**src/rtl/outport_uart_tx.sv**
```systemverilog
// Out-port word FIFO feeding a UART serializer: four bytes per word, LSB byte first, 8N1.
// Define OUTPORT_UART_PARITY_EN to insert an even-parity bit after the data bits (11-bit byte frame).
module outport_uart_tx #(
  parameter int unsigned FIFO_DEPTH   = 4,
  parameter int unsigned CLKS_PER_BIT = 16
) (
  input  logic                        clock,
  input  logic                        reset,
  input  logic                        wr_en,
  input  logic [31:0]                 wr_data,
  output logic                        full,
  output logic                        empty,
  output logic [$clog2(FIFO_DEPTH):0] count,
  output logic                        overflow,
  output logic                        busy,
  output logic                        tx
);

  localparam int unsigned AW = $clog2(FIFO_DEPTH);
  localparam int unsigned CW = AW + 1;
  localparam int unsigned BW = $clog2(CLKS_PER_BIT);
  localparam logic [BW-1:0] BAUD_LAST = BW'(CLKS_PER_BIT - 1);
  localparam logic [CW-1:0] COUNT_FULL = CW'(FIFO_DEPTH);

  typedef enum logic [2:0] {
    S_IDLE,
    S_START,
    S_DATA,
`ifdef OUTPORT_UART_PARITY_EN
    S_PARITY,
`endif
    S_STOP
  } state_e;

  logic [31:0]   mem_q [FIFO_DEPTH];
  logic [AW-1:0] wr_ptr_q, wr_ptr_d;
  logic [AW-1:0] rd_ptr_q, rd_ptr_d;
  logic [CW-1:0] count_q, count_d;
  logic          full_q, full_d;
  logic          empty_q, empty_d;
  logic          overflow_q, overflow_d;

  state_e        state_q, state_d;
  logic [BW-1:0] baud_q, baud_d;
  logic [2:0]    bit_idx_q, bit_idx_d;
  logic [1:0]    byte_idx_q, byte_idx_d;
  logic [31:0]   word_q, word_d;
  logic          tx_q, tx_d;

  logic          push, pop, baud_last;
  logic [7:0]    cur_byte;

  // Full is judged on the registered count, so a write while full is dropped even if a pop frees a slot this edge.
  assign push      = wr_en && !full_q;
  assign pop       = (state_q == S_IDLE) && !empty_q;
  assign baud_last = (baud_q == BAUD_LAST);

  always_comb begin
    wr_ptr_d   = push ? wr_ptr_q + AW'(1) : wr_ptr_q;
    rd_ptr_d   = pop  ? rd_ptr_q + AW'(1) : rd_ptr_q;
    count_d    = count_q + CW'(push) - CW'(pop);
    full_d     = (count_d == COUNT_FULL);
    empty_d    = (count_d == '0);
    overflow_d = overflow_q | (wr_en & full_q);
  end

  always_ff @(posedge clock) begin
    if (push) mem_q[wr_ptr_q] <= wr_data;
  end

  always_ff @(posedge clock or negedge reset) begin
    if (!reset) begin
      wr_ptr_q   <= '0;
      rd_ptr_q   <= '0;
      count_q    <= '0;
      full_q     <= 1'b0;
      empty_q    <= 1'b1;
      overflow_q <= 1'b0;
      state_q    <= S_IDLE;
      baud_q     <= '0;
      bit_idx_q  <= '0;
      byte_idx_q <= '0;
      word_q     <= '0;
      tx_q       <= 1'b1;
    end else begin
      wr_ptr_q   <= wr_ptr_d;
      rd_ptr_q   <= rd_ptr_d;
      count_q    <= count_d;
      full_q     <= full_d;
      empty_q    <= empty_d;
      overflow_q <= overflow_d;
      state_q    <= state_d;
      baud_q     <= baud_d;
      bit_idx_q  <= bit_idx_d;
      byte_idx_q <= byte_idx_d;
      word_q     <= word_d;
      tx_q       <= tx_d;
    end
  end

  always_comb begin
    state_d    = state_q;
    baud_d     = baud_q;
    bit_idx_d  = bit_idx_q;
    byte_idx_d = byte_idx_q;
    word_d     = word_q;
    case (state_q)
      S_IDLE: begin
        if (pop) begin
          state_d    = S_START;
          word_d     = mem_q[rd_ptr_q];
          byte_idx_d = '0;
          baud_d     = '0;
        end
      end
      S_START: begin
        if (baud_last) begin
          state_d   = S_DATA;
          bit_idx_d = '0;
          baud_d    = '0;
        end else begin
          baud_d = baud_q + BW'(1);
        end
      end
      S_DATA: begin
        if (baud_last) begin
          baud_d = '0;
          if (bit_idx_q == 3'd7) begin
`ifdef OUTPORT_UART_PARITY_EN
            state_d = S_PARITY;
`else
            state_d = S_STOP;
`endif
          end else begin
            bit_idx_d = bit_idx_q + 3'd1;
          end
        end else begin
          baud_d = baud_q + BW'(1);
        end
      end
`ifdef OUTPORT_UART_PARITY_EN
      S_PARITY: begin
        if (baud_last) begin
          state_d = S_STOP;
          baud_d  = '0;
        end else begin
          baud_d = baud_q + BW'(1);
        end
      end
`endif
      S_STOP: begin
        if (baud_last) begin
          baud_d = '0;
          // The current byte always sits in word[7:0]; shifting exposes the next one.
          if (byte_idx_q != 2'd3) begin
            state_d    = S_START;
            byte_idx_d = byte_idx_q + 2'd1;
            word_d     = word_q >> 8;
          end else begin
            state_d = S_IDLE;
          end
        end else begin
          baud_d = baud_q + BW'(1);
        end
      end
      default: state_d = S_IDLE;
    endcase
  end

  always_comb begin
    cur_byte = word_d[7:0];
    tx_d     = 1'b1;
    case (state_d)
      S_START:  tx_d = 1'b0;
      S_DATA:   tx_d = cur_byte[bit_idx_d];
`ifdef OUTPORT_UART_PARITY_EN
      S_PARITY: tx_d = ^cur_byte;
`endif
      default:  tx_d = 1'b1;
    endcase
  end

  assign full     = full_q;
  assign empty    = empty_q;
  assign count    = count_q;
  assign overflow = overflow_q;
  assign busy     = (state_q != S_IDLE);
  assign tx       = tx_q;

endmodule

```
**config.mk**
```make
export PLATFORM = sky130hd
export DESIGN_NAME = outport_uart_tx
export DESIGN_NICKNAME = d
export VERILOG_FILES = /design/src/rtl/outport_uart_tx.sv
export SDC_FILE = /design/constraint.sdc
export NUM_CORES = 1
export LEC_CHECK = 0
export CAP_MARGIN = 20
export CELL_PAD_IN_SITES_DETAIL_PLACEMENT = 1
export CELL_PAD_IN_SITES_GLOBAL_PLACEMENT = 2
export CORE_AREA = 8 8 144 119
export CTS_CLUSTER_SIZE = 30
export DETAILED_ROUTE_END_ITERATION = 10
export DIE_AREA = 0 0 152 127
export DONT_BUFFER_PORTS = 1
export PLACE_DENSITY_LB_ADDON = 0.12
export SYNTH_ARGS = -nofsm -noshare
export SYNTH_HDL_FRONTEND = slang
export SYNTH_SLANG_ARGS = --single-unit
```
**constraint.sdc**
```tcl
create_clock -name clock -period 6.1 [get_ports clock]
set_clock_uncertainty 0.1 [all_clocks]
set_input_delay 1.22 -clock clock [delete_from_list [all_inputs] [get_ports clock]]
set_output_delay 1.22 -clock clock [all_outputs]
set_load 0.005 [all_outputs]
```
* Yosys cells after proc, flatten, opt, wreduce, memory -nomap -nowiden *
Memory sizes are Yosys's and may differ from the RTL's.
Cells that the tools add are included.

word-level totals
  register bits after elaboration = 55
  memory bits (writable) = 128
  bits of input ports = 35
  output and inout port bits = 8
  logic and storage cells = 75
  memories kept = 1

operators by class
  $add $sub $neg = 7
  $lt $le $gt $ge = 1
  equality and inequality tests = 12
  muxes and demuxes = 27
  bitwise logic cells = 2
  reduce and logical (&&, ||, !) cells = 12

memories
  memory  words  bits a word  read ports  clocked after memory_dff  wr ports  line  RTL
  mem_q   4      32           1           0                         1         35    logic [31:0] mem_q [FIFO_DEPTH];

operators with widths
  kind                                                  count
  2-to-1 mux 32 bit                                     3
  one-hot mux 32 bit (2 select lines)                   1
  2-to-1 mux 3 bit                                      8
  one-hot mux 3 bit (4 select lines)                    1
  equality test 3 x 2 -> 1 bit (second input constant)  3
  2-to-1 mux 4 bit                                      2
  != test 2 bit (second input constant)                 4
  one-hot mux 4 bit (2 select lines)                    1
  adder 2 x 1 -> 2 bit (second input constant)          3
  equality test 3 x 1 -> 1 bit (second input constant)  2
  equality test 3 bit (second input constant)           2
  zero test 3 bit                                       2
  2-to-1 mux 2 bit                                      3
  one-hot mux 3 bit (2 select lines)                    1
  adder 4 x 1 -> 4 bit (second input constant)          1
  equality test 4 bit (second input constant)           1
  < comparator 3 x 4 -> 1 bit (second input constant)   1
  2-to-1 mux 1 bit                                      4
  one-hot mux 2 bit (2 select lines)                    1
  AND reduction 4 bit                                   1
  nonzero test 2 bit                                    2
  adder 3 x 1 -> 3 bit                                  1
  adder 3 x 1 -> 3 bit (second input constant)          1
  binary-select mux 1 bit (select 3 bit)                1
  9 further kinds                                       11

* Longest topological paths before layout *
  depth after elaboration = 7
  gate-level depth with buffers = 11
  gate-level depth less buffers = 8

* Worst setup path after synthesis *
No wires, ideal clock.

  path type = input to register
  start = input wr_en
  end = register full_q (netlist: full)
  arrival time = 2.792 ns
  setup slack = 3.120 ns
  cell stages on the path = 9
  buffers on the path = 1
  cell sequence = nor2b_1 clkbuf_1 xor2_1 ha_1 inv_1 fa_1 xnor2_1 xnor2_1 nor3b_1

between the ends
  longest elaborated chain between the ends = 4

ends and longest elaborated chain
  element                    line  RTL
  from (decl)                9     input logic wr_en,
  logical AND 1 bit          54    assign push = wr_en && !full_q;
  adder 3 x 1 -> 3 bit       61    count_d = count_q + CW'(push) - CW'(pop);
  subtractor 3 x 1 -> 3 bit  61
  net count_d[2]             38    logic [CW-1:0] count_q, count_d;
  equality test 3 bit        62    full_d = (count_d == COUNT_FULL);
  net full_d                 39    logic full_q, full_d;
  to (signal assigned)       89    full_q <= full_d;
  to (decl)                  39

The timed path passes the listed nets, and every way through them passes these cells.
A chain may end at the register's enable or synchronous reset.

* Worst setup path after layout *
  start = register rd_ptr_q[0]
  end = register tx_q (netlist: tx)

between the ends
  longest elaborated chain between the ends = 6

ends and longest elaborated chain
  element                                 line  RTL
  from (decl)                             37    logic [AW-1:0] rd_ptr_q, rd_ptr_d;
  from (signal assigned)                  87    rd_ptr_q <= rd_ptr_d;
  memory read (4 x 32 bit)                --
  2-to-1 mux 32 bit                       109   if (pop) begin
  one-hot mux 32 bit (2 select lines)     107   case (state_q)
  net word_d[6]                           47    logic [31:0] word_q, word_d;
  binary-select mux 1 bit (select 3 bit)  175   S_DATA: tx_d = cur_byte[bit_idx_d];
  2-to-1 mux 1 bit (implied by the code)  175
  one-hot mux 1 bit (2 select lines)      173   case (state_d)
  net tx_d                                48    logic tx_q, tx_d;
  to (signal assigned)                    97    tx_q <= tx_d;
  to (decl)                               48

The timed path passes the listed nets, and every way through them passes these cells. The select of a mux whose other input is x is not followed.

==> run metrics <==
drt drc 0; Root Driver clkbuf_16; post-synthesis cell count 421; Setup TNS 0 ns; Initial Util 0.488; Worst VDD drop 0.000275 V; via count 3645; Leak 0.00294 uW; Post-synth ARST share 0.301; final worst slack 3.11 ns; r2r endpoint tx; hold crit path type input pin to async pin; reg2reg start rd_ptr_q[0]; count of cell types in the netlist 49; Ys Warns 0; Setup crit start kind register; P&R area growth vs syn 11.6%; hold buffer count at CTS 0; minimum clock period 2.99 ns; pwr/cell area 471 nW/um^2; Placer Congestion 0.750; WP data required 6.33 ns; period utilization 0.490; initial antenna violation count 0; R2R setup slack 3.11 ns; Final ANT Viol Nets 0; top_reg_cell synth edfxtp_1; final hold violation count 0; 1st-iter DRT viols 166; flop and latch count out of synthesis 183; Max stage delay on crit path 0.68 ns; Post-Synth Adder-Cell Area 0.0167; Die Y 127 um; outcome finished, final reports clean; Place WS 2.76 ns; clk_lat worst skew 0.43 ns; Setup-failing EPs final 0; critical path cell sequence buf_4, mux4_2, and2_0, a221o_1, mux2i_1, o22a_1, a41oi_1; fmax 334 MHz; RSZ-0062 raised after global routing no; Post-synth EDFFs 128; register area share after synthesis 0.725; CP Capture Type register; post-synthesis compound-gate area fraction 0.0589; CP Max Fanout 21; Final #Nets 472; Slew Limit Fails 0; detailed-placement wirelength estimate 8800 um; Sink Count 183; GR Overflow Total 0; core area 14800 sq um; multiplexer area fraction after synthesis 0.107; WL per Instance 23.3 um; Simple-Gate Fraction of Synth Area 0.0636; cts repair resizes 0; area of the mapped netlist 7200 sq um; WS Path Type register to register; Worst-path clk slew 0.07 ns; total CTS buffers 17; commonest non-fill, non-tap cell in the layout edfxtp_1; commonest non-fill, non-tap cells in the layout edfxtp_1 (128), nand2_1 (60), dfrtp_1 (52); n_diodes 0; die area 19300 sq um; largest net degree at the start of global routing 56; die width 152 um; # rows 40; overall global routing resource usage 0.160; largest family of logic cells by synthesized area multiplexers; post-CTS setup buffers 0; Detailed Route WL 14700 um; PortBufs 0; CTS tree done; syn nets 465; Synth Area in XOR/XNOR 0.00851; fraction of layout cells with a size suffix above 1 0.181; H-tree levels 4; max-slew headroom at the worst pin 0.551; Crit-path slowest cell dfrtp_2; clock buffer depth 2; IO Count 43; Max Cap Viol 0; WP data arrival 3.22 ns; routed vias/inst 5.79; Mapped Avg Cell Area 17.1 sq um; vias in the first global route 4010; slew at the pin with the worst max-slew slack 0.672 ns; first-pass GRT wire length 23100 um; worst reg-to-reg path cell count 7; drt first pass iters 4
per-stage QoR:
step           power, uW   util  cell area [sq um]  hold slack (ns)  std cells
2_1_floorplan       2420      -               7200            0.339        421
3_3_place_gp        2630  0.501               7390            0.356        598
3_5_place_dp        2670  0.501               7390            0.361        598
4_1_cts             3840  0.544               8040            0.355        630
5_1_grt             3970  0.544               8040            0.350        630
6_report            3790  0.544               8040            0.375        630
kinds of logic (layout without fill, tap and decap cells):
logic type / Yosys count / in the layout
mux: 37 / 37
fa+ha+maj: 9 / 9
xor+xnor: 7 / 7
simple gates: 98 / 98
flops: 183 / 183
compound gates: 58 / 58
other cells: 1 / 1
buf+inv: 28 / 48
final cells by class:
| cell class | instances | area, sq um |
|---|---|---|
| inverters | 7 | 26.3 |
| fillers | 1312 | 6730 |
| multi-input cells | 210 | 1840 |
| flip-flops and latches | 183 | 5220 |
| clock buffers | 18 | 429 |
| repair buffers | 9 | 67.6 |
| clock inverters | 14 | 211 |
| well taps | 189 | 236 |
state kept, by name (all words and copies together), names as in the netlist, 2 cells and up:
register / cells
mem_q: 128
word_q: 32
baud_q: 4
bit_idx_q: 3
count: 3
state_q: 3
byte_idx_q: 2
rd_ptr_q: 2
wr_ptr_q: 2
cell usage after synthesis, drive strengths merged (2+ instances only):
| cell | number | area [sq um] |
|---|---|---|
| edfxtp | 128 | 3840 |
| a21oi | 3 | 18.8 |
| nor2b | 3 | 18.8 |
| xor2 | 3 | 26.3 |
| clkbuf | 9 | 33.8 |
| a22oi | 17 | 128 |
| a221o | 8 | 80.1 |
| mux2i | 3 | 30.0 |
| and2 | 13 | 81.3 |
| dfstp | 2 | 52.6 |
| and3 | 2 | 12.5 |
| mux2 | 2 | 22.5 |
| nand2 | 60 | 225 |
| dfrtp | 53 | 1330 |
| xnor2 | 4 | 35.0 |
| ha | 8 | 100 |
| o21ai | 16 | 80.1 |
| a21o | 3 | 22.5 |
| mux4 | 32 | 721 |
| or3 | 2 | 12.5 |
| o31ai | 2 | 15.0 |
| a31oi | 2 | 18.8 |
| nor2 | 9 | 33.8 |
| buf | 12 | 80.1 |
| nor3 | 3 | 15.0 |
| inv | 7 | 26.3 |
report_power, final:
group	leakage [uW]	switching [uW]	internal, uW	total (uW)
combinational	0.000775	404	382	786
sequential	0.00185	180	1650	1830
clock	0.000311	505	666	1170
worst max path at each step:
stage,startpoint,to,slack (ns),cells after the start
floorplan,wr_en,full,3.12,9
global placement,wr_en,full,2.86,8
finish,rd_ptr_q[0],tx,3.11,7
global route,rd_ptr_q[0],tx,2.87,7
CTS,rd_ptr_q[0],tx,3.07,7
detailed placement,wr_en,full,2.76,8
routing by layer:
| metal | GRT usage | share of wire | vias up |
|---|---|---|---|
| met5 | 0 | 0 | - |
| met3 | 0.0539 | 0.052 | 12 |
| met2 | 0.259 | 0.49 | 70 |
| met4 | 0.0569 | 0.0097 | 0 |
| met1 | 0.200 | 0.44 | 1937 |
| li1 | - | - | 1626 |
critical path: cells and delay by family, from the launching register on:
kind	cells	cell delay [ns]
buffers and inverters	1	0.50
AOI/OAI and AO/OA	3	0.62
and+or+nand+nor	1	0.17
muxes	2	0.81
DFF	1	0.68
No activity file was read; power rests on OpenSTA's default activity.
